$ cat src/rtl/sargantana_icache_ifill_mshr_pkg.sv
// sargantana_icache_pkg: shared types and helpers for the icache instruction-fill MSHR
//   Holds the default sizes, the MSHR entry and pointer types, and the functions
//   that extract and compare line addresses.
//   Ports: none (package).
package sargantana_icache_pkg;

   localparam int ICACHE_NUM_ENTRIES   = 4;
   localparam int ICACHE_PADDR_SIZE    = 40;
   localparam int ICACHE_LINE_OFF_BITS = 4;
   localparam int ICACHE_DATA_W        = 128;
   localparam int ICACHE_LINE_W        = ICACHE_PADDR_SIZE - ICACHE_LINE_OFF_BITS;
   localparam int ICACHE_PTR_W         = $clog2(ICACHE_NUM_ENTRIES);

   typedef logic [ICACHE_LINE_W-1:0] line_addr_t;

   // One extra MSB so that equal indices with different wrap bits mean full
   typedef logic [ICACHE_PTR_W:0] mshr_ptr_t;

   typedef struct packed {
      logic       valid;
      logic       sent;
      logic       killed;
      line_addr_t line;
   } mshr_entry_t;

   function automatic line_addr_t line_of(input logic [ICACHE_PADDR_SIZE-1:0] paddr);
      return paddr[ICACHE_PADDR_SIZE-1:ICACHE_LINE_OFF_BITS];
   endfunction

   function automatic logic line_match(input line_addr_t a, input line_addr_t b);
      return a == b;
   endfunction

endpackage

$ cat src/rtl/sargantana_icache_ifill_mshr_if.sv
// sargantana_icache_ifill_mshr_if: miss, fill, invalidate and refill signals of the ifill MSHR
//   master: icache / upper-level side (drives misses, fill responses, invalidates)
//   slave : the MSHR itself
interface sargantana_icache_ifill_mshr_if
   import sargantana_icache_pkg::*;
#(
   parameter int PADDR_SIZE = ICACHE_PADDR_SIZE,
   parameter int DATA_W     = ICACHE_DATA_W
) ();

   logic                  flush;
   logic                  miss_valid;
   logic [PADDR_SIZE-1:0] miss_paddr;
   logic                  miss_ready;
   logic                  miss_merged;
   logic                  ifill_req_valid;
   logic [PADDR_SIZE-1:0] ifill_req_paddr;
   logic                  ifill_req_ready;
   logic                  ifill_resp_valid;
   logic                  ifill_resp_ack;
   logic [DATA_W-1:0]     ifill_resp_data;
   logic                  inv_valid;
   logic [PADDR_SIZE-1:0] inv_paddr;
   logic                  refill_valid;
   logic [PADDR_SIZE-1:0] refill_paddr;
   logic [DATA_W-1:0]     refill_data;
   logic                  resp_err;
   logic                  busy;

   modport master (
      output flush, miss_valid, miss_paddr, ifill_req_ready, ifill_resp_valid, ifill_resp_ack,
             ifill_resp_data, inv_valid, inv_paddr,
      input  miss_ready, miss_merged, ifill_req_valid, ifill_req_paddr, refill_valid,
             refill_paddr, refill_data, resp_err, busy
   );

   modport slave (
      input  flush, miss_valid, miss_paddr, ifill_req_ready, ifill_resp_valid, ifill_resp_ack,
             ifill_resp_data, inv_valid, inv_paddr,
      output miss_ready, miss_merged, ifill_req_valid, ifill_req_paddr, refill_valid,
             refill_paddr, refill_data, resp_err, busy
   );

endinterface

$ cat src/rtl/sargantana_icache_line_match.sv
// sargantana_icache_line_match: compares one line address against every MSHR entry in parallel
//   addr    in  line address to look up
//   entries in  MSHR entries
//   hit     out one bit per entry: entry valid and its line equals addr
module sargantana_icache_line_match
   import sargantana_icache_pkg::*;
#(
   parameter int N = ICACHE_NUM_ENTRIES
) (
   input  line_addr_t   addr,
   input  mshr_entry_t  entries [N],
   output logic [N-1:0] hit
);

   always_comb begin
      hit = '0;
      for (int i = 0; i < N; i++) hit[i] = entries[i].valid & line_match(addr, entries[i].line);
   end

endmodule

$ cat src/rtl/sargantana_icache_ifill_mshr.sv
// sargantana_icache_ifill_mshr: in-order multi-outstanding instruction-fill miss buffer
//   clk_i, rstn_i   clock, async active-low reset
//   bus (slave)     miss accept/merge, fill request, fill response, invalidate, refill, status
//   Optional macro ICACHE_MSHR_PMU_EN adds pmu_merge_o, pmu_full_o, pmu_kill_drop_o.
module sargantana_icache_ifill_mshr
   import sargantana_icache_pkg::*;
#(
   parameter int NUM_ENTRIES   = ICACHE_NUM_ENTRIES,
   parameter int PADDR_SIZE    = ICACHE_PADDR_SIZE,
   parameter int LINE_OFF_BITS = ICACHE_LINE_OFF_BITS,
   parameter int DATA_W        = ICACHE_DATA_W
) (
   input logic                          clk_i,
   input logic                          rstn_i,
   sargantana_icache_ifill_mshr_if.slave bus
`ifdef ICACHE_MSHR_PMU_EN
   ,
   output logic                         pmu_merge_o,
   output logic                         pmu_full_o,
   output logic                         pmu_kill_drop_o
`endif
);

   localparam int PTR_W = $clog2(NUM_ENTRIES);

   mshr_entry_t            ent [NUM_ENTRIES];
   mshr_ptr_t              rd_ptr, wr_ptr, iss_ptr;
   logic                   resp_err;
   logic [NUM_ENTRIES-1:0] merge_raw, inv_raw, inv_act, merge_hit, valid_vec, killed_vec;
   logic [PTR_W-1:0]       rd_idx, wr_idx, iss_idx;
   mshr_entry_t            head, iss_e;
   logic                   full, accept, merged, push, req_valid, req_fire, iss_skip;
   logic                   resp, head_ok, inv_head, pop_resp, pop_drop, pop, refill;

   sargantana_icache_line_match #(.N(NUM_ENTRIES)) u_merge_match (
      .addr   (line_of(bus.miss_paddr)),
      .entries(ent),
      .hit    (merge_raw)
   );

   sargantana_icache_line_match #(.N(NUM_ENTRIES)) u_inv_match (
      .addr   (line_of(bus.inv_paddr)),
      .entries(ent),
      .hit    (inv_raw)
   );

   always_comb begin
      for (int i = 0; i < NUM_ENTRIES; i++) begin
         valid_vec[i]  = ent[i].valid;
         killed_vec[i] = ent[i].killed;
      end
      rd_idx    = rd_ptr[PTR_W-1:0];
      wr_idx    = wr_ptr[PTR_W-1:0];
      iss_idx   = iss_ptr[PTR_W-1:0];
      head      = ent[rd_idx];
      iss_e     = ent[iss_idx];
      full      = (rd_ptr[PTR_W] != wr_ptr[PTR_W]) && (rd_idx == wr_idx);
      inv_act   = bus.inv_valid ? inv_raw : '0;
      // An entry being invalidated this cycle cannot absorb a new miss: its data would be stale
      merge_hit = merge_raw & ~killed_vec & ~inv_act;
      bus.miss_ready  = rstn_i & ~full & ~bus.flush;
      accept    = bus.miss_valid & bus.miss_ready;
      merged    = accept & |merge_hit;
      push      = accept & ~|merge_hit;
      req_valid = iss_e.valid & ~iss_e.sent & ~iss_e.killed;
      req_fire  = req_valid & bus.ifill_req_ready;
      iss_skip  = iss_e.valid & ~iss_e.sent & iss_e.killed;
      resp      = bus.ifill_resp_valid & bus.ifill_resp_ack;
      head_ok   = head.valid & head.sent;
      inv_head  = inv_act[rd_idx];
      pop_resp  = resp & head_ok;
      pop_drop  = head.valid & head.killed & ~head.sent;
      pop       = pop_resp | pop_drop;
      refill    = pop_resp & ~head.killed & ~inv_head;
      bus.miss_merged     = merged;
      bus.ifill_req_valid = req_valid;
      bus.ifill_req_paddr = req_valid ? PADDR_SIZE'({iss_e.line, {LINE_OFF_BITS{1'b0}}}) : '0;
      bus.refill_valid    = refill;
      bus.refill_paddr    = refill ? PADDR_SIZE'({head.line, {LINE_OFF_BITS{1'b0}}}) : '0;
      bus.refill_data     = refill ? bus.ifill_resp_data : DATA_W'(0);
      bus.resp_err        = resp_err;
      bus.busy            = |valid_vec;
   end

   always_ff @(posedge clk_i or negedge rstn_i) begin
      if (!rstn_i) begin
         for (int i = 0; i < NUM_ENTRIES; i++) ent[i] <= '0;
         rd_ptr   <= '0;
         wr_ptr   <= '0;
         iss_ptr  <= '0;
         resp_err <= 1'b0;
      end else begin
         for (int i = 0; i < NUM_ENTRIES; i++)
            if (ent[i].valid && (bus.flush || inv_act[i])) ent[i].killed <= 1'b1;
         if (req_fire) ent[iss_idx].sent <= 1'b1;
         if (pop) ent[rd_idx].valid <= 1'b0;
         if (push) ent[wr_idx] <= '{valid: 1'b1, sent: 1'b0, killed: 1'b0, line: line_of(bus.miss_paddr)};
         rd_ptr   <= rd_ptr + {{PTR_W{1'b0}}, pop};
         wr_ptr   <= wr_ptr + {{PTR_W{1'b0}}, push};
         iss_ptr  <= iss_ptr + {{PTR_W{1'b0}}, req_fire | iss_skip};
         resp_err <= resp_err | (resp & ~head_ok);
      end
   end

`ifdef ICACHE_MSHR_PMU_EN
   assign pmu_merge_o     = merged;
   assign pmu_full_o      = bus.miss_valid & full;
   assign pmu_kill_drop_o = pop & (head.killed | inv_head);
`endif

endmodule

$ cat src/flat_wrapper.sv
// flat-port wrapper written by rule: the top's interface ports become plain ports
module sargantana_icache_ifill_mshr_flat import sargantana_icache_pkg::*;
#(
   parameter int NUM_ENTRIES   = ICACHE_NUM_ENTRIES,
   parameter int PADDR_SIZE    = ICACHE_PADDR_SIZE,
   parameter int LINE_OFF_BITS = ICACHE_LINE_OFF_BITS,
   parameter int DATA_W        = ICACHE_DATA_W
)
  (clk_i, rstn_i, bus_flush, bus_miss_valid, bus_miss_paddr, bus_ifill_req_ready, bus_ifill_resp_valid, bus_ifill_resp_ack, bus_ifill_resp_data, bus_inv_valid, bus_inv_paddr, bus_miss_ready, bus_miss_merged, bus_ifill_req_valid, bus_ifill_req_paddr, bus_refill_valid, bus_refill_paddr, bus_refill_data, bus_resp_err, bus_busy);
  sargantana_icache_ifill_mshr_if #(.PADDR_SIZE(PADDR_SIZE), .DATA_W(DATA_W)) bus_i ();
  input logic clk_i;
  input logic rstn_i;
  input wire logic [$bits(bus_i.flush)-1:0] bus_flush;
  input wire logic [$bits(bus_i.miss_valid)-1:0] bus_miss_valid;
  input wire logic [$bits(bus_i.miss_paddr)-1:0] bus_miss_paddr;
  input wire logic [$bits(bus_i.ifill_req_ready)-1:0] bus_ifill_req_ready;
  input wire logic [$bits(bus_i.ifill_resp_valid)-1:0] bus_ifill_resp_valid;
  input wire logic [$bits(bus_i.ifill_resp_ack)-1:0] bus_ifill_resp_ack;
  input wire logic [$bits(bus_i.ifill_resp_data)-1:0] bus_ifill_resp_data;
  input wire logic [$bits(bus_i.inv_valid)-1:0] bus_inv_valid;
  input wire logic [$bits(bus_i.inv_paddr)-1:0] bus_inv_paddr;
  output wire logic [$bits(bus_i.miss_ready)-1:0] bus_miss_ready;
  output wire logic [$bits(bus_i.miss_merged)-1:0] bus_miss_merged;
  output wire logic [$bits(bus_i.ifill_req_valid)-1:0] bus_ifill_req_valid;
  output wire logic [$bits(bus_i.ifill_req_paddr)-1:0] bus_ifill_req_paddr;
  output wire logic [$bits(bus_i.refill_valid)-1:0] bus_refill_valid;
  output wire logic [$bits(bus_i.refill_paddr)-1:0] bus_refill_paddr;
  output wire logic [$bits(bus_i.refill_data)-1:0] bus_refill_data;
  output wire logic [$bits(bus_i.resp_err)-1:0] bus_resp_err;
  output wire logic [$bits(bus_i.busy)-1:0] bus_busy;
  assign bus_i.flush = bus_flush;
  assign bus_i.miss_valid = bus_miss_valid;
  assign bus_i.miss_paddr = bus_miss_paddr;
  assign bus_i.ifill_req_ready = bus_ifill_req_ready;
  assign bus_i.ifill_resp_valid = bus_ifill_resp_valid;
  assign bus_i.ifill_resp_ack = bus_ifill_resp_ack;
  assign bus_i.ifill_resp_data = bus_ifill_resp_data;
  assign bus_i.inv_valid = bus_inv_valid;
  assign bus_i.inv_paddr = bus_inv_paddr;
  assign bus_miss_ready = bus_i.miss_ready;
  assign bus_miss_merged = bus_i.miss_merged;
  assign bus_ifill_req_valid = bus_i.ifill_req_valid;
  assign bus_ifill_req_paddr = bus_i.ifill_req_paddr;
  assign bus_refill_valid = bus_i.refill_valid;
  assign bus_refill_paddr = bus_i.refill_paddr;
  assign bus_refill_data = bus_i.refill_data;
  assign bus_resp_err = bus_i.resp_err;
  assign bus_busy = bus_i.busy;
  sargantana_icache_ifill_mshr #(.NUM_ENTRIES(NUM_ENTRIES), .PADDR_SIZE(PADDR_SIZE), .LINE_OFF_BITS(LINE_OFF_BITS), .DATA_W(DATA_W)) u_core (.clk_i(clk_i), .rstn_i(rstn_i), .bus(bus_i));
endmodule
$ cat config.mk
export PLATFORM = sky130hd
export DESIGN_NAME = sargantana_icache_ifill_mshr_flat
export DESIGN_NICKNAME = d
export VERILOG_FILES = /design/src/rtl/sargantana_icache_ifill_mshr_pkg.sv /design/src/rtl/sargantana_icache_ifill_mshr_if.sv /design/src/rtl/sargantana_icache_line_match.sv /design/src/rtl/sargantana_icache_ifill_mshr.sv /design/src/flat_wrapper.sv
export SDC_FILE = /design/constraint.sdc
export NUM_CORES = 1
export LEC_CHECK = 0
export CORE_AREA = 2 2 169 171
export CTS_CLUSTER_SIZE = 25
export DETAILED_ROUTE_END_ITERATION = 16
export DIE_AREA = 0 0 171 173
export GPL_ROUTABILITY_DRIVEN = 0
export PLACE_DENSITY = 0.81
export RECOVER_POWER = 100
export SYNTH_ARGS = -nofsm -noshare
export SYNTH_HDL_FRONTEND = slang
export SYNTH_SLANG_ARGS = --single-unit
$ cat constraint.sdc
create_clock -name clk_i -period 8 [get_ports clk_i]
set_input_delay 0.8 -clock clk_i [delete_from_list [all_inputs] [get_ports clk_i]]
set_output_delay 0.8 -clock clk_i [all_outputs]
set_load 0.05 [all_outputs]
==> run_results.csv <==
group,metric,value,unit
run_status,outcome,"complete, but fails checks",
run_status,violations,"capacitance limit, slew limit",
critical_path,rr_worst_depth,8,
synth,synthCells,1164,
pwr,cellPowerDensity,331,nW/µm²
pwr,finalPower,0.00589,W
critical_path,arrival,5.85,ns
pwr,sw_frac_of_total,0.451,
cts,hold_buffers,0,
cts,clk_latency,0.44,ns
critical_path,worst-setup-path-type,"input port to output port",
global_routing,antenna_found_initial,16,
detailed_routing,dr.pass1.iters,7,
sta,hold_viol,0,
pwr,power_frac_seq,0.342,
job,cap_violations,9,
synth,synth-simple-area-share,0.165,
pwr,power_frac_comb,0.518,
cts,h-tree-depth,4,
critical_path,path_cells,"clkdlybuf4s50_1, xor2_1, nor4_1, nand4_1, or4_4, o211ai_1, a2111oi_2, clkbuf_2, and2_1, dlygate4sd3_1",
detailed_routing,num_vias,11800,
cts,post_cts_resized,0,
critical_path,cp_num_buf_inv,3,
synth,yosys.area.top_type,"dfrtp_1",
final_layout,drive_above_1_share,0.142,
critical_path,crit_slowest_cell,"clkbuf_2",
global_routing,grt_max_degree,101,
sta,fmax,0.150,GHz
detailed_routing,viasPerCell,6.18,
synth,synth_top_family_by_area,"multiplexers",
detailed_routing,drc,0,
critical_path,reg2reg_slack,2.04,ns
synth,yosys_warnings,0,
final_layout,stdcell_count,1913,
detailed_routing,wirelength,61800,µm
cts,cts-root-buf,"clkbuf_16",
critical_path,worstReg2RegEnd,"u_core.ent[123]$_DFFE_PN0P_",
placed_design,dp_hpwl,48300,µm
synth,netlist_top_cells_count,"xor2_1 (191), and2_1 (165), dfrtp_1 (165)",
floorplanning,die_h,173,µm
floorplanning,fp.dieW,171,µm
synth,ys_seq_elements,165,
floorplanning,start_util,0.469,
sta,worst_pin_slew,3.44,ns
floorplanning,ios,430,
global_routing,grt_remaining_overflow,0,
cts,cts.sinks,165,
sta,maxSlewViolCount,404,
sta,whs,0.488,ns
final_layout,seqCellArea,4130,µm²
synth,synth_xor_area_frac,0.199,
sta,setup_tns,0,ns
final_layout,multi_input_area,8330,µm²
critical_path,max_stage_delay,0.85,ns
detailed_routing,drt_iter0_markers,1743,
synth,synth.yosys.seq_area_share,0.319,
pwr,power.internal,0.00323,W
synth,ys.flop_type,"dfrtp_1",
sta,max_slew_margin,-1.29,
final_layout,fin_nets,1734,
pwr,net-switching-power,0.00266,W
placed_design,dp.cells,1872,
sta,rsz0062_at_grt,"false",
synth,synth_edf_count,0,
floorplanning,die-area,29600,µm²
synth,synth_compound_area_frac,0.0154,
cts,numCtsBuffers,17,
critical_path,crit_cells,10,
synth,synthAdderAreaFrac,0.00483,
detailed_routing,postRouteAntennaNets,0,
global_routing,first_global_vias,11700,
synth,syn_area_per_cell,11.1,µm²
critical_path,critPathLaunch,"bus_inv_paddr[15]",
sta,setup_violations,0,
critical_path,r2r-start,"u_core.rd_ptr[0]$_DFF_PN0_",
cts,clk_path_buf_depth,2,
sta,fin_crit,6.65,ns
global_routing,grt_use_total,0.418,
final_layout,fillers,2261,
cts,cts.clk_slew.worst_paths,0.07,ns
worst_hold_path,min_path_type,"flop to flop",
sta,final.period_utilization,0.831,
floorplanning,rows,61,
sta,worst_clock_skew,0.00937,ns
synth,yosysUniqueCellTypes,46,
cts,cts_tree,"yes",
global_routing,grt_pass1_wl,87100,µm
synth,synth_top_area_share,0.319,
synth,synthMuxAreaShare,0.258,
synth,yosysMostFrequentCell,"xor2_1",
critical_path,cp_top_family,"buffers and inverters",
critical_path,path_max_fanout,100,
pwr,pwr-share-clk,0.140,
detailed_routing,wl_per_cell,32.3,µm
synth,syn_area,13000,µm²
critical_path,start_kind,"input port",
final_layout,syn2layout_area_growth,37.2,%
pwr,p_leak,7.34,nW
cts,postCtsSetupBuffers,0,
pwr,ir_drop,182,µV
floorplanning,core-area,27600,µm²
critical_path,cp-end-kind,"output port",
critical_path,required,7.20,ns
placed_design,port_buffers,413,
synth,synthTopCellsByArea,"dfrtp_1 (32%), mux4_2 (13%), xor2_1 (13%), and2_1 (8.0%), mux2_2 (7.8%)",
synth,async_flop_share,1.00,
critical_path,endpoint,"bus_refill_data[14]",
[worst min path at each step]
stage / cells past startpoint / slack, ns / startpoint / to
6_report: 1 / 0.49 / u_core.wr_ptr[2]$_DFF_PN0_ / u_core.wr_ptr[2]$_DFF_PN0_
5_1_grt: 1 / 0.50 / u_core.wr_ptr[2]$_DFF_PN0_ / u_core.wr_ptr[2]$_DFF_PN0_
4_1_cts: 1 / 0.31 / rstn_i / u_core.ent[32]$_DFFE_PN0P_
3_5_place_dp: 1 / 0.48 / u_core.wr_ptr[2]$_DFF_PN0_ / u_core.wr_ptr[2]$_DFF_PN0_
3_3_place_gp: 1 / 0.47 / u_core.wr_ptr[2]$_DFF_PN0_ / u_core.wr_ptr[2]$_DFF_PN0_
2_1_floorplan: 1 / 0.46 / u_core.wr_ptr[2]$_DFF_PN0_ / u_core.wr_ptr[2]$_DFF_PN0_
[kinds of logic after synthesis]
kind of cell | count (synthesis)
AO/OA/AOI/OAI | 25
XOR/XNOR | 294
adder cells (fa/ha/maj) | 5
buffers and inverters | 112
flip-flops | 165
multiplexers | 221
other | 1
AND/OR/NAND/NOR | 341
[state kept, by name (all words and copies together), names as in the netlist]
register and cells:
u_core.bus.resp_err 1, u_core.iss_ptr 2, u_core.ent 156, u_core.rd_ptr 3
u_core.wr_ptr 3
[power by group through the flow]
| stage | Sequential, W | Clock (W) | Combinational (W) |
|---|---|---|---|
| floorplan | 0.00170 | 0 | 0.00214 |
| global placement | 0.00193 | 0 | 0.00293 |
| detailed placement | 0.00198 | 0 | 0.00295 |
| CTS | 0.00197 | 0.000824 | 0.00299 |
| global route | 0.00205 | 0.000859 | 0.00316 |
| finish | 0.00202 | 0.000824 | 0.00305 |
[worst register-to-register path, delay by kind of cell (launching register included)]
kind / cells / cell delay (ns)
multiplexers: 1 / 0.39
buffers and inverters: 2 / 1.20
AND/OR/NAND/NOR: 3 / 2.36
XOR/XNOR: 1 / 0.14
flip-flops: 1 / 1.40
AO/OA/AOI/OAI: 1 / 0.36
[metal layers]
| metal | up-vias | track usage | routed length, µm |
|---|---|---|---|
| li1 | 4761 | - | - |
| met1 | 5821 | 0.540 | 22700 |
| met2 | 992 | 0.625 | 27100 |
| met3 | 226 | 0.131 | 8000 |
| met4 | 20 | 0.224 | 3840 |
| met5 | - | 0 | 114 |
[cell type report]
| type | count | share of cell area |
|---|---|---|
| Antenna cell | 9 | 0.00127 |
| Clock buffer | 20 | 0.0262 |
| Clock inverter | 12 | 0.00668 |
| Inverter | 9 | 0.00190 |
| Multi-Input combinational cell | 894 | 0.469 |
| Sequential cell | 165 | 0.232 |
| Tap cell | 378 | 0.0266 |
| Timing Repair Buffer | 426 | 0.236 |
[metrics by stage]
step	cell area (µm²)	utilization	setup slack, ns
2_1_floorplan	13000	-	3.69
3_3_place_gp	17200	0.624	2.42
3_5_place_dp	17200	0.624	2.35
4_1_cts	17800	0.645	2.33
5_1_grt	17800	0.643	1.21
6_report	17800	0.644	1.35
[layout by cell type, fill, tap and decap left out, types with 7 or more instances in the layout]
master and count:
mux4_2 76, xnor2_1 103, clkdlybuf4s50_1 272, and2_0 63, clkbuf_16 17, clkbuf_1 7, conb_1 8, nor2_1 9
nor3_1 10, diode_2 9, nand3_1 7, xor2_1 191, nand2_1 7, inv_1 9, dlygate4sd3_1 140, mux2_1 55
and2_1 102, nand4_1 38, nor4_1 50, dfrtp_1 163, nor2b_1 37, mux2_2 90
(Power assumes the default switching activity.)
